==> src/rtl/lcd_ctrl_if.sv <==
// Byte push channel from the LSU peripheral decode into the LCD controller.
// Latency: n/a (signal bundle only).
// Backpressure: wr_ready low means the command FIFO is full; a push offered then is dropped.
//
// Signals:
//   wr_valid  push request from the LSU
//   wr_data   [8] = RS (0 command, 1 data), [7:0] = byte
//   wr_ready  command FIFO not full
interface lcd_ctrl_if;
    logic       wr_valid;
    logic [8:0] wr_data;
    logic       wr_ready;

    modport master (
        output wr_valid,
        output wr_data,
        input  wr_ready
    );

    modport slave (
        input  wr_valid,
        input  wr_data,
        output wr_ready
    );
endinterface

==> src/rtl/lcd_ctrl.sv <==
// HD44780-style 8-bit LCD sequencer: pops queued bytes and strobes RS/DATA/EN with timed setup, pulse, hold and wait.
// Latency: a byte pushed into an empty idle controller reaches the pins one edge after the push; EN rises SETUP_CYC edges later.
// Backpressure: wr_ready drops while the command FIFO holds FIFO_DEPTH entries; a push offered while full is dropped.
//
// Ports:
//   i_clk, i_rst   clock (rising edge) and synchronous active-high reset
//   wr             lcd_ctrl_if.slave push channel (wr_valid / wr_data / wr_ready)
//   o_busy         sequencer not idle or FIFO non-empty
//   o_init_done    controller is allowed to pop the FIFO
//   o_fifo_count   current FIFO occupancy
//   o_lcd_on, o_lcd_rs, o_lcd_rw, o_lcd_en, o_lcd_data   LCD pins (RW is always 0, write-only)
//
// Optional feature macro: LCD_INIT_EN
//   Defined:   after reset wait PWRUP_CYC cycles, then send 0x38, 0x0C, 0x01, 0x06 before serving the FIFO.
//   Undefined: no power-up sequence; o_init_done is tied high.
module lcd_ctrl #(
    parameter int FIFO_DEPTH = 8,
    parameter int SETUP_CYC  = 2,
    parameter int EN_CYC     = 12,
    parameter int HOLD_CYC   = 2,
    parameter int EXEC_CYC   = 2000,
    parameter int CLR_CYC    = 82000,
    parameter int PWRUP_CYC  = 750000
) (
    input  logic                          i_clk,
    input  logic                          i_rst,
    lcd_ctrl_if.slave                     wr,
    output logic                          o_busy,
    output logic                          o_init_done,
    output logic [$clog2(FIFO_DEPTH):0]   o_fifo_count,
    output logic                          o_lcd_on,
    output logic                          o_lcd_rs,
    output logic                          o_lcd_rw,
    output logic                          o_lcd_en,
    output logic [7:0]                    o_lcd_data
);

    localparam int PTR_W = $clog2(FIFO_DEPTH);

    // The single down-counter must hold the largest programmed interval.
    localparam int MAX_A   = (SETUP_CYC > EN_CYC)   ? SETUP_CYC : EN_CYC;
    localparam int MAX_B   = (HOLD_CYC  > EXEC_CYC) ? HOLD_CYC  : EXEC_CYC;
    localparam int MAX_C   = (CLR_CYC   > PWRUP_CYC) ? CLR_CYC  : PWRUP_CYC;
    localparam int MAX_AB  = (MAX_A > MAX_B) ? MAX_A : MAX_B;
    localparam int CNT_MAX = (MAX_AB > MAX_C) ? MAX_AB : MAX_C;
    localparam int CNT_W   = $clog2(CNT_MAX) + 1;

    typedef struct packed {
        logic       rs;
        logic [7:0] dat;
    } lcd_cmd_t;

    typedef logic [CNT_W-1:0] cnt_t;

`ifdef LCD_INIT_EN
    typedef enum logic [2:0] {
        S_IDLE,
        S_SETUP,
        S_PULSE,
        S_HOLD,
        S_WAIT,
        S_PWRUP,
        S_INIT
    } state_t;
`else
    typedef enum logic [2:0] {
        S_IDLE,
        S_SETUP,
        S_PULSE,
        S_HOLD,
        S_WAIT
    } state_t;
`endif

    localparam logic [PTR_W:0] FIFO_FULL = (PTR_W + 1)'(FIFO_DEPTH);
    localparam cnt_t           CNT_ONE   = cnt_t'(1);

    // ---------------------------------------------------------------
    // Command FIFO
    // ---------------------------------------------------------------
    lcd_cmd_t          mem [FIFO_DEPTH];
    logic [PTR_W-1:0]  wr_ptr;
    logic [PTR_W-1:0]  rd_ptr;
    logic [PTR_W:0]    count;
    logic              wr_ready_w;
    logic              push;
    logic              pop;
    lcd_cmd_t          head;

    // Ready comes from the registered count only, so a pop in the same
    // cycle never frees a slot for a push offered while full.
    assign wr_ready_w  = (count != FIFO_FULL);
    assign wr.wr_ready = wr_ready_w;
    assign push        = wr.wr_valid && wr_ready_w;
    assign head        = mem[rd_ptr];

    always_ff @(posedge i_clk) begin
        if (push) begin
            mem[wr_ptr] <= lcd_cmd_t'(wr.wr_data);
        end
    end

    always_ff @(posedge i_clk) begin
        if (i_rst) begin
            wr_ptr <= '0;
            rd_ptr <= '0;
            count  <= '0;
        end else begin
            if (push) begin
                wr_ptr <= wr_ptr + PTR_W'(1);
            end
            if (pop) begin
                rd_ptr <= rd_ptr + PTR_W'(1);
            end
            case ({push, pop})
                2'b10:   count <= count + 1'b1;
                2'b01:   count <= count - 1'b1;
                default: count <= count;
            endcase
        end
    end

    // ---------------------------------------------------------------
    // Sequencer
    // ---------------------------------------------------------------
    state_t      state;
    cnt_t        cnt;
    logic        clr_q;      // byte on the pins needs the long clear/home wait
    logic        en_q;
    logic        rs_q;
    logic [7:0]  dat_q;
    logic        init_ok;

    // Clear display (0x01) is the only byte matching this rule; it gets CLR_CYC.
    function automatic logic is_clr(input logic rs, input logic [7:0] dat);
        return !rs && (dat[7:1] == 7'd0) && (dat != 8'd0);
    endfunction

`ifdef LCD_INIT_EN
    logic [1:0]  init_idx;
    logic        init_done_q;

    // Function set 8-bit/2-line, display on, clear, entry mode increment.
    function automatic logic [7:0] init_byte(input logic [1:0] idx);
        case (idx)
            2'd0:    return 8'h38;
            2'd1:    return 8'h0C;
            2'd2:    return 8'h01;
            default: return 8'h06;
        endcase
    endfunction

    assign init_ok = init_done_q;
`else
    assign init_ok = 1'b1;
`endif

    assign pop = (state == S_IDLE) && (count != '0) && init_ok;

    always_ff @(posedge i_clk) begin
        if (i_rst) begin
            en_q  <= 1'b0;
            rs_q  <= 1'b0;
            dat_q <= 8'd0;
            clr_q <= 1'b0;
`ifdef LCD_INIT_EN
            state       <= S_PWRUP;
            cnt         <= cnt_t'(PWRUP_CYC);
            init_idx    <= 2'd0;
            init_done_q <= 1'b0;
`else
            state <= S_IDLE;
            cnt   <= '0;
`endif
        end else begin
            case (state)
                // RS/DATA only ever change here, so they keep their last
                // value for as long as the sequencer sits idle.
                S_IDLE: begin
                    if (pop) begin
                        rs_q  <= head.rs;
                        dat_q <= head.dat;
                        clr_q <= is_clr(head.rs, head.dat);
                        cnt   <= cnt_t'(SETUP_CYC);
                        state <= S_SETUP;
                    end
                end

                S_SETUP: begin
                    if (cnt == CNT_ONE) begin
                        en_q  <= 1'b1;
                        cnt   <= cnt_t'(EN_CYC);
                        state <= S_PULSE;
                    end else begin
                        cnt <= cnt - CNT_ONE;
                    end
                end

                S_PULSE: begin
                    if (cnt == CNT_ONE) begin
                        en_q  <= 1'b0;
                        cnt   <= cnt_t'(HOLD_CYC);
                        state <= S_HOLD;
                    end else begin
                        cnt <= cnt - CNT_ONE;
                    end
                end

                S_HOLD: begin
                    if (cnt == CNT_ONE) begin
                        cnt   <= clr_q ? cnt_t'(CLR_CYC) : cnt_t'(EXEC_CYC);
                        state <= S_WAIT;
                    end else begin
                        cnt <= cnt - CNT_ONE;
                    end
                end

                S_WAIT: begin
                    if (cnt == CNT_ONE) begin
`ifdef LCD_INIT_EN
                        if (!init_done_q) begin
                            if (init_idx == 2'd3) begin
                                init_done_q <= 1'b1;
                                state       <= S_IDLE;
                            end else begin
                                init_idx <= init_idx + 2'd1;
                                state    <= S_INIT;
                            end
                        end else begin
                            state <= S_IDLE;
                        end
`else
                        state <= S_IDLE;
`endif
                    end else begin
                        cnt <= cnt - CNT_ONE;
                    end
                end

`ifdef LCD_INIT_EN
                S_PWRUP: begin
                    if (cnt == CNT_ONE) begin
                        state <= S_INIT;
                    end else begin
                        cnt <= cnt - CNT_ONE;
                    end
                end

                // Internal init bytes use the same strobe path as FIFO bytes.
                S_INIT: begin
                    rs_q  <= 1'b0;
                    dat_q <= init_byte(init_idx);
                    clr_q <= is_clr(1'b0, init_byte(init_idx));
                    cnt   <= cnt_t'(SETUP_CYC);
                    state <= S_SETUP;
                end
`endif

                default: begin
                    en_q  <= 1'b0;
                    state <= S_IDLE;
                end
            endcase
        end
    end

    // ---------------------------------------------------------------
    // Outputs
    // ---------------------------------------------------------------
    assign o_busy       = (state != S_IDLE) || (count != '0);
    assign o_init_done  = init_ok;
    assign o_fifo_count = count;
    assign o_lcd_on     = 1'b1;
    assign o_lcd_rw     = 1'b0;
    assign o_lcd_rs     = rs_q;
    assign o_lcd_en     = en_q;
    assign o_lcd_data   = dat_q;

endmodule

==> src/flat_wrapper.sv <==
// flat-port wrapper written by rule: the top's interface ports become plain ports
module lcd_ctrl_flat 
#(
    parameter int FIFO_DEPTH = 8,
    parameter int SETUP_CYC  = 2,
    parameter int EN_CYC     = 12,
    parameter int HOLD_CYC   = 2,
    parameter int EXEC_CYC   = 2000,
    parameter int CLR_CYC    = 82000,
    parameter int PWRUP_CYC  = 750000
)
  (i_clk, i_rst, o_busy, o_init_done, o_fifo_count, o_lcd_on, o_lcd_rs, o_lcd_rw, o_lcd_en, o_lcd_data, wr_wr_valid, wr_wr_data, wr_wr_ready);
  lcd_ctrl_if wr_i ();
  input  logic i_clk;
  input  logic i_rst;
  output logic o_busy;
  output logic o_init_done;
  output logic [$clog2(FIFO_DEPTH):0] o_fifo_count;
  output logic o_lcd_on;
  output logic o_lcd_rs;
  output logic o_lcd_rw;
  output logic o_lcd_en;
  output logic [7:0] o_lcd_data;
  input wire logic [$bits(wr_i.wr_valid)-1:0] wr_wr_valid;
  input wire logic [$bits(wr_i.wr_data)-1:0] wr_wr_data;
  output wire logic [$bits(wr_i.wr_ready)-1:0] wr_wr_ready;
  assign wr_i.wr_valid = wr_wr_valid;
  assign wr_i.wr_data = wr_wr_data;
  assign wr_wr_ready = wr_i.wr_ready;
  lcd_ctrl #(.FIFO_DEPTH(FIFO_DEPTH), .SETUP_CYC(SETUP_CYC), .EN_CYC(EN_CYC), .HOLD_CYC(HOLD_CYC), .EXEC_CYC(EXEC_CYC), .CLR_CYC(CLR_CYC), .PWRUP_CYC(PWRUP_CYC)) u_core (.i_clk(i_clk), .i_rst(i_rst), .wr(wr_i), .o_busy(o_busy), .o_init_done(o_init_done), .o_fifo_count(o_fifo_count), .o_lcd_on(o_lcd_on), .o_lcd_rs(o_lcd_rs), .o_lcd_rw(o_lcd_rw), .o_lcd_en(o_lcd_en), .o_lcd_data(o_lcd_data));
endmodule
==> config.mk <==
export PLATFORM = sky130hd
export DESIGN_NAME = lcd_ctrl_flat
export DESIGN_NICKNAME = d
export VERILOG_FILES = /design/src/rtl/lcd_ctrl_if.sv /design/src/rtl/lcd_ctrl.sv /design/src/flat_wrapper.sv
export SDC_FILE = /design/constraint.sdc
export NUM_CORES = 1
export LEC_CHECK = 0
export BUFFER_PORTS_ARGS = -buffer_cell sky130_fd_sc_hd__buf_4
export CORE_ASPECT_RATIO = 1.5
export CORE_UTILIZATION = 25
export CTS_CLUSTER_DIAMETER = 80
export DETAILED_ROUTE_END_ITERATION = 10
export PLACE_DENSITY = 0.44
export SETUP_SLACK_MARGIN = 0.15
export SLEW_MARGIN = 10
export SYNTH_ARGS = -nofsm -noshare
export SYNTH_HDL_FRONTEND = slang
export SYNTH_SLANG_ARGS = --single-unit
==> constraint.sdc <==
create_clock -name i_clk -period 3.6 [get_ports i_clk]
set_input_delay 0.36 -clock i_clk [delete_from_list [all_inputs] [get_ports i_clk]]
set_output_delay 0.36 -clock i_clk [all_outputs]
set_load 0.01 [all_outputs]
* After elaboration in Yosys (flattened, before gate mapping) *
Memories as Yosys holds them, arrays and structs flattened. A register that Yosys moved wholly into a read port is not among the register bits.
Index checks and enable logic that the tools add are counted.

operators by class
  $add $sub $neg = 5
  multipliers = 0
  div/mod/pow operators = 0
  $lt $le $gt $ge = 0
  equal/unequal tests = 14
  shift-type cells = 0
  muxes and demuxes = 21
  bitwise gates (word level) = 1
  reduce and logical (&&, ||, !) cells = 18

operators by type and width
  operator                                               number
  two-way mux 21 bit                                     5
  case mux 21 bit (5 select lines)                       1
  equality test 21 x 1 -> 1 bit, second input constant   1
  two-way mux 3 bit                                      7
  subtractor 21 x 1 -> 21 bit, second input constant     1
  two-way mux 17 bit                                     1
  case mux 3 bit (5 select lines)                        1
  inequality test 2 x 1 -> 1 bit, second input constant  5
  case mux 4 bit (2 select lines)                        1
  nonzero test 8 bit                                     1
  zero test 7 bit                                        1
  adder 3 x 1 -> 3 bit, second input constant            2
  equality test 3 x 2 -> 1 bit, second input constant    2
  AND reduction 3 bit                                    2
  AND reduction 5 bit                                    1
  nonzero test 5 bit                                     1
  adder 4 x 1 -> 4 bit, second input constant            1
  logical AND 1 bit                                      4
  two-way mux 1 bit                                      4
  inequality test 4 bit, second input constant           1
  nonzero test 4 bit                                     1
  subtractor 4 x 1 -> 4 bit, second input constant       1
  equality test 3 x 1 -> 1 bit, second input constant    1
  equality test 3 bit, second input constant             1
  other kinds (12)                                       12

storage, ports and cells
  register bits = 45
  latch bits = 0
  RAM bits = 72
  memory bits (read-only) = 0
  bits of input ports = 12
  output and inout port bits = 19
  logic and storage cells = 69
  memories kept = 1

memory list
  memory      words  bits a word  rd ports  clocked after Yosys merged registers in  wr ports  RTL line        source
  u_core.mem  8      9            1         1                                        1         lcd_ctrl.sv:81  lcd_cmd_t mem [FIFO_DEPTH];

* Depth between registers and ports, before layout *
Gate-level depths: netlist of the first run.

  word-level depth = 4
  mapped depth = 12
  gate-level depth less buffers = 10

* Worst setup path after synthesis of the first run *
OpenSTA, ideal clock, no wires.

  path type = flip-flop to flip-flop
  from = register u_core.state[0]
  to = register u_core.count[3], in the netlist u_core.o_fifo_count[3]
  setup time = 70 ps
  data arrival time = 2,733 ps
  slack = 796 ps
  stages on the path, launching flop included = 13
  buffers on the path = 3
  period minus slack after synthesis = 2,804 ps
  cell sequence = dfxtp_1 -> buf_2 -> or2_0 -> clkbuf_1 -> nor3_2 -> clkbuf_1 -> ha_1 -> ha_1 -> a21o_1 -> a21oi_1 -> xnor2_1 -> or3_1 -> a21oi_1

on the way
  longest elaborated chain between the ends = 4
  elaborated cells between the ends (all ways) = 6

ends and longest elaborated chain
  item                                                                   RTL line         source
  from (decl)                                                            lcd_ctrl.sv:126  state_t state;
  from (signal assigned)                                                 lcd_ctrl.sv:172  state <= S_IDLE;
  from (signal assigned)                                                 lcd_ctrl.sv:185  state <= S_SETUP;
  from (signal assigned)                                                 lcd_ctrl.sv:193  state <= S_PULSE;
  zero test 3 bit (*)                                                    lcd_ctrl.sv:158  assign pop = (state == S_IDLE) && (count != '0) && init_ok;
  logical AND 1 bit (*)                                                  lcd_ctrl.sv:158
  named net u_core.pop                                                   lcd_ctrl.sv:87   logic pop;
  equality test 2 x 1 -> 1 bit or equality test 2 bit (tied branches)    lcd_ctrl.sv:115  case ({push, pop})
  case mux 4 bit (2 select lines) or nonzero test 2 bit (tied branches)  --
  to (signal assigned)                                                   lcd_ctrl.sv:116  2'b10: count <= count + 1'b1;
  to (signal assigned)                                                   lcd_ctrl.sv:117  2'b01: count <= count - 1'b1;
  to (signal assigned)                                                   lcd_ctrl.sv:118  default: count <= count;
  to (decl)                                                              lcd_ctrl.sv:84   logic [PTR_W:0] count;

The timed path passes the listed nets; every way through them passes the cells marked *.
A chain may end at the register's enable or synchronous reset.

* Worst setup path in the final report of the first run *
  from = register u_core.count[0], in the netlist u_core.o_fifo_count[0]
  to = register u_core.count[3], in the netlist u_core.o_fifo_count[3]

on the way
  longest elaborated chain between the ends = 4
  elaborated cells between the ends (all ways) = 10

ends and longest elaborated chain
  item                                                                   RTL line
  inequality test 4 bit or nonzero test 4 bit (tied branches)            lcd_ctrl.sv:92, lcd_ctrl.sv:158
  logical AND 1 bit, on equally long branches                            lcd_ctrl.sv:94, lcd_ctrl.sv:158
  equality test 2 x 1 -> 1 bit or equality test 2 bit (tied branches)    lcd_ctrl.sv:115
  case mux 4 bit (2 select lines) or nonzero test 2 bit (tied branches)  --

Several ways; a longest one is shown, not always the timed one.

==> results of run 1 <==
-- area by class of cell --
| class | count | area [µm²] | area share (%) |
|---|---|---|---|
| sequential | 120 | 3120 | 47.7 |
| timing repair buffer | 37 | 278 | 4.25 |
| clock inverter | 14 | 143 | 2.18 |
| clock buffer | 18 | 429 | 6.56 |
| tap | 268 | 335 | 5.13 |
| multi-input combinational | 288 | 2210 | 33.7 |
| inverter | 7 | 26.3 | 0.402 |
-- how the worst min path moves through the flow --
stage / from / to / slack [ns]
floorplan: wr_wr_data[0] / u_core.mem[0][0] / 0.46
global placement: u_core.o_lcd_data[5] / u_core.o_lcd_data[5] / 0.50
detailed placement: u_core.o_lcd_data[5] / u_core.o_lcd_data[5] / 0.50
CTS: wr_wr_data[7] / u_core.mem[5][7] / 0.15
global route: wr_wr_data[7] / u_core.mem[4][7] / 0.16
finish: wr_wr_data[7] / u_core.mem[4][7] / 0.17
-- stage by stage --
stage	util, %	total power, W	hold WS [ns]	area (µm²)	cells
3_5_place_dp	28.1	0.00407	0.501	5970	720
3_3_place_gp	28.1	0.00404	0.500	5970	720
6_report	30.8	0.00563	0.171	6540	752
2_1_floorplan	-	0.00346	0.459	5460	441
5_1_grt	30.8	0.00600	0.162	6540	752
4_1_cts	30.8	0.00571	0.153	6540	752
-- report_power, final --
| part | leakage (nW) | switching, W | internal (W) |
|---|---|---|---|
| registers | 1.05 | 0.000211 | 0.00166 |
| clock network | 0.281 | 0.000660 | 0.000966 |
| logic | 0.879 | 0.00126 | 0.000872 |
-- logic make-up after synthesis --
group | synth area share, %
muxes | 9.35
other | 0.138
xor gates and xnor gates | 3.19
adders and majority gates | 1.97
AOI/OAI and AO/OA | 9.24
buffers and inverters | 3.19
DFF | 57.2
and+or+nand+nor | 15.7
-- Yosys cell counts (all sizes together) (9+ instances only) --
library cell and count:
a21oi 20, o21ai 9, clkbuf 12, nor4 9, mux4 18, nor2 53, mux2i 9, dfxtp 48
nand3 13, a211oi 10, xnor2 14, edfxtp 72, nor3 27, nand2 22, buf 14
-- registers in the layout, indices dropped and copies added, names as in the netlist, named ones only --
signal / count
u_core.clr_q: 1
u_core.cnt: 21
u_core.mem: 72
u_core.o_fifo_count: 4
u_core.o_lcd_data: 8
u_core.o_lcd_en: 1
u_core.o_lcd_rs: 1
u_core.rd_ptr: 3
u_core.state: 3
u_core.wr_ptr: 3
-- layer usage --
metal  wire (µm)  global-route usage, %
met5           0                      0
met4         312                   6.24
met3         417                   2.61
met2        6710                   21.3
met1        5260                   13.6
==> metrics, run 1 <==
outcome completed; Die Y 183 µm; clk_lat worst skew 0.42 ns; WL final 12700 µm; FF-to-FF path depth 10; Worst setup endpoint u_core.o_fifo_count[3]; CP bufs+invs 0; n_diodes 0; syn avg cell area 12.4 µm²; actual transition at the worst max-transition pin 0.884 ns; Setup WS pre-CTS 0.967 ns; Overflow after GRT 0; top cells by area, synth edfxtp_1 40%, dfxtp_1 18%, mux4_2 5.8%; initial antenna violation count 0; Worst Setup End Kind register; CORE AREA 0.0212 mm²; DPL Wire Length 8750 µm; sequential-to-total area share from yosys stat 57.2%; CP Max Fanout 7; final setup TNS 0 ns; area leader, netlist edfxtp_1; Die ar. 0.0224 mm²; CP cell instances nor3_1, nand2_1, nand2_1, ha_1, ha_1, a21o_1, a21oi_1, xnor2_1, or3_1, a21oi_1; Final Critical Period 2.58 ns; Synth async-reset ratio 0%; FF-to-FF End u_core.o_fifo_count[3]; H-tree Lvls 4; CTS Root Cell clkbuf_16; Pleak 2.21 nW; DRC 0; Area Growth Syn to Fin 19.9%; Crit path largest cell delay 0.37 ns; CP max stage cell dfxtp_1; vias in the first global route 3681; commonest non-fill, non-tap cells in the layout 72 x edfxtp_1, 51 x nor2_1, 48 x dfxtp_1, 37 x buf_4, 24 x nor3_1; Startpoint Class register; largest net degree at the start of global routing 43; worst-case clock buffer depth 2; number of distinct library cells after synthesis 65; Worst-path clk slew 0.06 ns; R2R setup slack 1.02 ns; drt wl/cell 16.9 µm; Mapped Cells 440; Mapped Area 0.00546 mm²; NumNets Final 491; P per Cell Area 860 mW/mm²; TritonCTS clock tree built; gpl congestion 0.817; Slew headroom 40.8%; highest clock rate 0.388 GHz; Clock Sinks 120; Initial Utilization 25.7%; worst reg2reg path startpoint u_core.o_fifo_count[0]; final hold violation count 0; period utilisation layout 71.6%; EDFF count, synth 72; Die W 123 µm; most common flop cell mapped by yosys edfxtp_1; Finish-stage setup viols 0; I/O pin cnt 31; Critical Path RT 3.95 ns; Post-CTS Setup Bufs 0; worst hold stages 1; layout cells sized above 1 21.7%; total number of cells along the worst setup path 10; maximum VDD drop 0.343 mV; DR iter-0 viols 185; CTS buffer count 17; fill count 2144; CP arrival 2.92 ns; WS Path Type reg -> reg; Final ANT Viol Nets 0; # hold bufs at CTS 0; 1st-pass router iterations 4; buffers added on ports 27; most common cell after layout, fill and taps aside edfxtp_1; Hold Path Class in -> reg; first-pass GRT wire length 20200 µm; Setup crit start u_core.o_fifo_count[0]; vias per cell 4.76; Crit path max-delay family simple AND/OR/NAND/NOR gates; Slew Viols, Final 0; Vias 3579; Ys Warns 0; post-CTS sizing 0; RSZ-0062 raised after global routing no; GRT Util Overall 12.2%; Worst Slack Setup Final 1.02 ns; Synth top area share 39.6%; Clock Skews 0.00920 ns; Synth Register Bits 120; maxcap violations 0; cell row count 65
Power figures use the tool's default switching activity.
==> inputs of run 2 (changes only) <==
==> constraint.sdc (replaced) <==
create_clock -name i_clk -period 2.5 [get_ports i_clk]
set_input_delay 0.25 -clock i_clk [delete_from_list [all_inputs] [get_ports i_clk]]
set_output_delay 0.25 -clock i_clk [all_outputs]
set_load 0.01 [all_outputs]
==> run 2 against run 1 <==
- worst setup slack lost 0.75 ns
- first-iteration DRC count shrank 8.1%
- utilization grew 1.0 points
- clock skew shrank 0.0029 ns
- die area is the same
- global-route usage grew 0.67 points
- power grew 52%
- critical endpoint unchanged
==> metrics, run 2 (synthesized netlist as in run 1, its figures left out) <==
Psw 0.00311 W (+46%); Final ANT Viol Nets 0 (unchanged); vias per cell 4.73 (-0.55%); Vias 3668 (+2.5%); Setup crit start u_core.o_fifo_count[1]; worst-case clock buffer depth 2 (unchanged); hold path startpoint wr_wr_data[2]; largest net degree at the start of global routing 43 (unchanged); Slew Viols, Final 0 (unchanged); Worst Setup End Kind register; layout cells sized above 1 25.4% (+3.7 points); fill count 2127 (-0.79%); Die ar. 0.0224 mm² (unchanged); Setup WS pre-CTS 0.204 ns (-0.763 ns); n_diodes 0 (unchanged); drt wl/cell 16.9 µm (+0.25%); Critical Path RT 2.85 ns (-1.10 ns); TritonCTS clock tree built; # hold bufs at CTS 0 (unchanged); highest clock rate 0.449 GHz (+16%); Final Critical Period 2.23 ns (-0.352 ns); RSZ-0062 raised after global routing no; overall power 0.00858 W (+52%); Die Y 183 µm (unchanged); Internal Power 0.00547 W (+56%); outcome completed; initial antenna violation count 0 (unchanged); Die W 123 µm (unchanged); Worst-path clk slew 0.06 ns (about the same); vias in the first global route 3734 (+1.4%); I/O pin cnt 31 (unchanged); CP arrival 2.57 ns (-0.35 ns); Clock Skews 0.00630 ns (-0.00290 ns); DR iter-0 viols 170 (-8.1%); WL final 13100 µm (+3.3%); NumNets Final 514 (+4.7%); CP max stage cell nor4_4; most common cell after layout, fill and taps aside edfxtp_1; GRT Util Overall 12.8% (+0.67 points); CORE AREA 0.0212 mm² (unchanged); Non-Filler Instances 775 (+3.1%); DPL Wire Length 9090 µm (+3.9%); CTS buffer count 17 (unchanged); Switching Share 36.3% (-1.5 points); clk_lat worst skew 0.42 ns (about the same); Clock Sinks 120 (unchanged); H-tree Lvls 4 (unchanged); final hold violation count 0 (unchanged); period utilisation layout 89.0% (+17 points); Crit path largest cell delay 0.44 ns (+0.07 ns); WS Path Type reg -> reg; final setup TNS 0 ns (unchanged); cell row count 65 (unchanged); Initial Utilization 25.7% (unchanged); Hold Path Class in -> reg; Worst Slack Setup Final 0.275 ns (-0.748 ns); buffers added on ports 27 (unchanged); R2R setup slack 0.27 ns (-0.75 ns); 1st-pass router iterations 4 (unchanged); Largest register FFs 72 (unchanged); CP cell instances nor4_4, nor3_4, ha_4, ha_1, a21o_1, a21oi_2, xnor2_1, or3_1, a21oi_1; CTS Root Cell clkbuf_16; share of power burned in registers 31.0% (-2.3 points); Placed Cells 739 (+2.6%); Overflow after GRT 0 (unchanged); Logic pwr share 39.9% (+2.1 points); Pleak 2.34 nW (+5.9%); worst reg2reg path startpoint u_core.o_fifo_count[1]; commonest non-fill, non-tap cells in the layout 72 x edfxtp_1, 59 x buf_4, 51 x nor2_1, 48 x dfxtp_1, 24 x nor3_1; Slew headroom 60.6% (+20 points); maximum VDD drop 0.474 mV (+38%); Clock Power Share 29.1% (+0.2 points); CP Max Fanout 6 (-1); Finish-stage setup viols 0 (unchanged); gpl congestion 0.796 (-2.5%); first-pass GRT wire length 21000 µm (+4.2%); Startpoint Class register; Area Growth Syn to Fin 23.9%; Reg with most FFs u_core.mem; maxcap violations 0 (unchanged); actual transition at the worst max-transition pin 0.591 ns (-0.294 ns); DRC 0 (unchanged); P per Cell Area 1270 mW/mm² (+47%)
-- run 2: cell count changes in the layout (fill, tap and decap cells not counted), sizes merged --
cell	delta
clkbuf	-1
buf	+23
clkinv	-3
bufinv	+2
clkinvlp	+2
-- run 2: layout make-up --
type,count,area (µm²),area share [%]
Tap cell,268,335,4.96
Multi-Input combinational cell,288,2220,32.8
Sequential cell,120,3120,46.2
Inverter,7,26.3,0.388
Clock inverter,15,174,2.57
Timing Repair Buffer,60,463,6.84
Clock buffer,17,425,6.29
-- run 2: repair_timing --
action / in CTS / in global routing
endpoints found under the setup margin: 0 / 7
resized for setup: 0 / 1
buffers inserted: 0 / 4
endpoints found under the hold margin: 0 / 0
-- run 2: layer usage --
layer  GRT usage, %  part of all wire [%]  up-vias
met5              0                     0        -
met4           5.37                   1.8        0
met3           3.08                   3.0       19
met2           23.2                    55       53
met1           14.0                    40     1828
li1               -                     -     1768
-- run 2: power by group through the flow --
stage	Sequential (W)	Combinational (W)	Clock (W)
after CTS	0.00266	0.00340	0.00257
after global routing	0.00269	0.00382	0.00265
after detailed placement	0.00270	0.00339	0
after global placement	0.00269	0.00337	0
final	0.00266	0.00343	0.00250
after floorplan	0.00265	0.00245	0
-- run 2: per-stage QoR --
stage | instance area, µm² | hold slack, ns | utilization (%)
3_3_place_gp | 6130 | 0.481 | 28.9
6_report | 6760 | 0.0627 | 31.9
4_1_cts | 6730 | 0.0420 | 31.7
3_5_place_dp | 6130 | 0.491 | 28.9
2_1_floorplan | 5520 | 0.349 | -
5_1_grt | 6760 | 0.0541 | 31.9
-- run 2: path summary, 6_finish.rpt --
check / depth (start not counted) / to
worst max-delay path: 9 / u_core.o_fifo_count[3]
worst max register to register: 9 / u_core.o_fifo_count[3]
worst min-delay path: 1 / u_core.mem[7][2]
worst min register to register: 2 / u_core.o_lcd_data[6]
-- run 2: worst max-delay path, delay by kind of cell, from the launching register on --
kind            cells  cell delay, ns
xor+xnor            1            0.09
compound gates      3            0.41
fa+ha+maj           2            0.45
simple gates        3            0.84
flops               1            0.37
==> inputs of run 3 (changes only) <==
--- a/config.mk
+++ b/config.mk
@@ -8,11 +8,12 @@
 export BUFFER_PORTS_ARGS = -buffer_cell sky130_fd_sc_hd__buf_4
 export CORE_ASPECT_RATIO = 1.5
 export CORE_UTILIZATION = 25
+export CTS_BUF_LIST = sky130_fd_sc_hd__clkbuf_2
 export CTS_CLUSTER_DIAMETER = 80
 export DETAILED_ROUTE_END_ITERATION = 10
 export PLACE_DENSITY = 0.44
 export SETUP_SLACK_MARGIN = 0.15
-export SLEW_MARGIN = 10
+export SLEW_MARGIN = 20
 export SYNTH_ARGS = -nofsm -noshare
 export SYNTH_HDL_FRONTEND = slang
 export SYNTH_SLANG_ARGS = --single-unit
==> run 3 against run 2 <==
- fmax rose by 0.46%
- worst setup slack better by 0.010 ns
- critical path type unchanged
- worst hold slack better by 0.24 ns
- clock power decreased by 46%
- cell area fell by 3.1%
- critical path depth decreased by 2
- highest routed layer unchanged
==> metrics, run 3 (synthesized netlist as in run 1, its figures left out) <==
outcome completed; Area after DPL 0.00613 mm² (unchanged); CTS Root Cell clkbuf_2; Crit path largest cell delay 0.51 ns (+0.07 ns); Pleak 2.25 nW (-3.5%); Hold Path Class in -> reg; Startpoint Class register; Finish-stage setup viols 0 (unchanged); clk_lat worst skew 0.71 ns (+0.29 ns); P per Cell Area 1140 mW/mm² (-10%); DRC 0 (unchanged); initial antenna violation count 1 (+1); actual transition at the worst max-transition pin 0.609 ns (+0.0179 ns); layout cells sized above 1 25.0% (-0.44 points); I/O pin cnt 31 (unchanged); CP max stage cell or4_1; Clock Skews 0.0330 ns (+0.0267 ns); DR iter-0 viols 186 (+9.4%); WL final 13100 µm (-0.14%); WS Path Type reg -> reg; Worst-path clk slew 0.21 ns (+0.15 ns); Critical Path RT 3.16 ns (+0.31 ns); CORE AREA 0.0212 mm² (unchanged); highest clock rate 0.451 GHz (+0.46%); Die Y 183 µm (unchanged); Final ANT Viol Nets 0 (unchanged); RSZ-0062 raised after global routing no; NumNets Final 527 (+2.5%); first-pass GRT wire length 21000 µm (-0.17%); Largest register FFs 72 (unchanged); period utilisation layout 88.6% (-0.40 points); Slew Viols, Final 0 (unchanged); vias per cell 4.72 (-0.30%); gpl congestion 0.796 (unchanged); CP arrival 2.87 ns (+0.30 ns); CP Max Fanout 7 (+1); drt wl/cell 16.6 µm (-1.9%); maximum VDD drop 0.431 mV (-9.0%); Vias 3723 (+1.5%); GRT Util Overall 12.7% (-0.10 points); final setup TNS 0 ns (unchanged); Die W 123 µm (unchanged); final instance area 0.00655 mm² (-3.1%); Final Critical Period 2.22 ns (-0.0101 ns); commonest non-fill, non-tap cells in the layout 72 x edfxtp_1, 60 x buf_4, 51 x nor2_1, 48 x dfxtp_1, 24 x nor3_1; Area Growth Syn to Fin 20.1%; Die ar. 0.0224 mm² (unchanged); Slew headroom 59.4% (-1.2 points); Worst Setup End Kind register; 1st-pass router iterations 4 (unchanged); DPL Wire Length 9090 µm (unchanged); buffers added on ports 27 (unchanged); worst-case clock buffer depth 2 (unchanged); Reg with most FFs u_core.mem; Overflow after GRT 0 (unchanged); cell row count 65 (unchanged); TritonCTS clock tree built; final hold violation count 0 (unchanged); Initial Utilization 25.7% (unchanged); most common cell after layout, fill and taps aside edfxtp_1; maxcap violations 0 (unchanged); Clock Sinks 120 (unchanged); H-tree Lvls 4 (unchanged); largest net degree at the start of global routing 43 (unchanged); vias in the first global route 3835 (+2.7%); CTS buffer count 17 (unchanged); CP cell instances nor4_4, buf_4, a21oi_1, a211oi_4, buf_4, or4_1, a21oi_1
run 3: cell types whose count changed in the layout (fill, tap and decap cells not counted):
cell,delta
buf_4,+1
dlygate4sd3_1,+12
clkbuf_16,-17
clkbuf_2,+17
diode_2,+1
run 3: metal layers:
layer  global-route usage [%]  wire, µm
met1                     13.9      5130
met2                     22.9      7200
met3                     3.11       478
met4                     5.56       297
met5                        0         0
run 3: cell type report:
type                    count  area, µm²
fillers                  2158      14700
multi-input cells         288       2220
diodes                      1       2.50
flip-flops and latches    120       3120
clock buffers              17       85.1
clock inverters            15        174
inverters                   7       26.3
well taps                 268        335
repair buffers             73        591
run 3: final timing paths:
kind / end / cells after the start / slack, ns / from
worst max-delay path: u_core.cnt[2] / 7 / 0.28 / u_core.o_fifo_count[1]
worst min-delay path: u_core.mem[7][8] / 2 / 0.30 / wr_wr_data[8]
worst max register to register: u_core.cnt[2] / 7 / 0.28 / u_core.o_fifo_count[1]
worst min register to register: u_core.o_lcd_data[6] / 2 / 0.52 / u_core.o_lcd_data[6]
run 3: power by group:
group | total [W] | switching [W] | internal, W
registers | 0.00265 | 0.000263 | 0.00239
clock network | 0.00136 | 0.000797 | 0.000562
logic | 0.00345 | 0.00192 | 0.00153
total | 0.00746 | 0.00298 | 0.00448
run 3: metrics by stage:
| step | utilization [%] | total power, W | instances | setup slack (ns) | hold slack [ns] |
|---|---|---|---|---|---|
| after floorplan | - | 0.00510 | 441 | 0.00340 | 0.349 |
| after global placement | 28.9 | 0.00605 | 739 | 0.247 | 0.481 |
| after detailed placement | 28.9 | 0.00608 | 739 | 0.204 | 0.491 |
| after CTS | 30.7 | 0.00750 | 783 | 0.233 | 0.234 |
| after global routing | 30.9 | 0.00804 | 789 | 0.153 | 0.204 |
| final | 30.9 | 0.00746 | 789 | 0.285 | 0.303 |
run 3: critical path, delay by kind of cell, from the launching register on:
family	cells	cell delay [ns]
AOI/OAI and AO/OA	3	0.77
DFF	1	0.50
and+or+nand+nor	2	0.59
buffers and inverters	2	0.33
run 3: repair_timing:
action	in CTS	in global routing
resized for setup	0	1
hold endpoints to repair	90	0
hold buffers	12	0
setup buffers	0	5
setup endpoints to repair	0	6
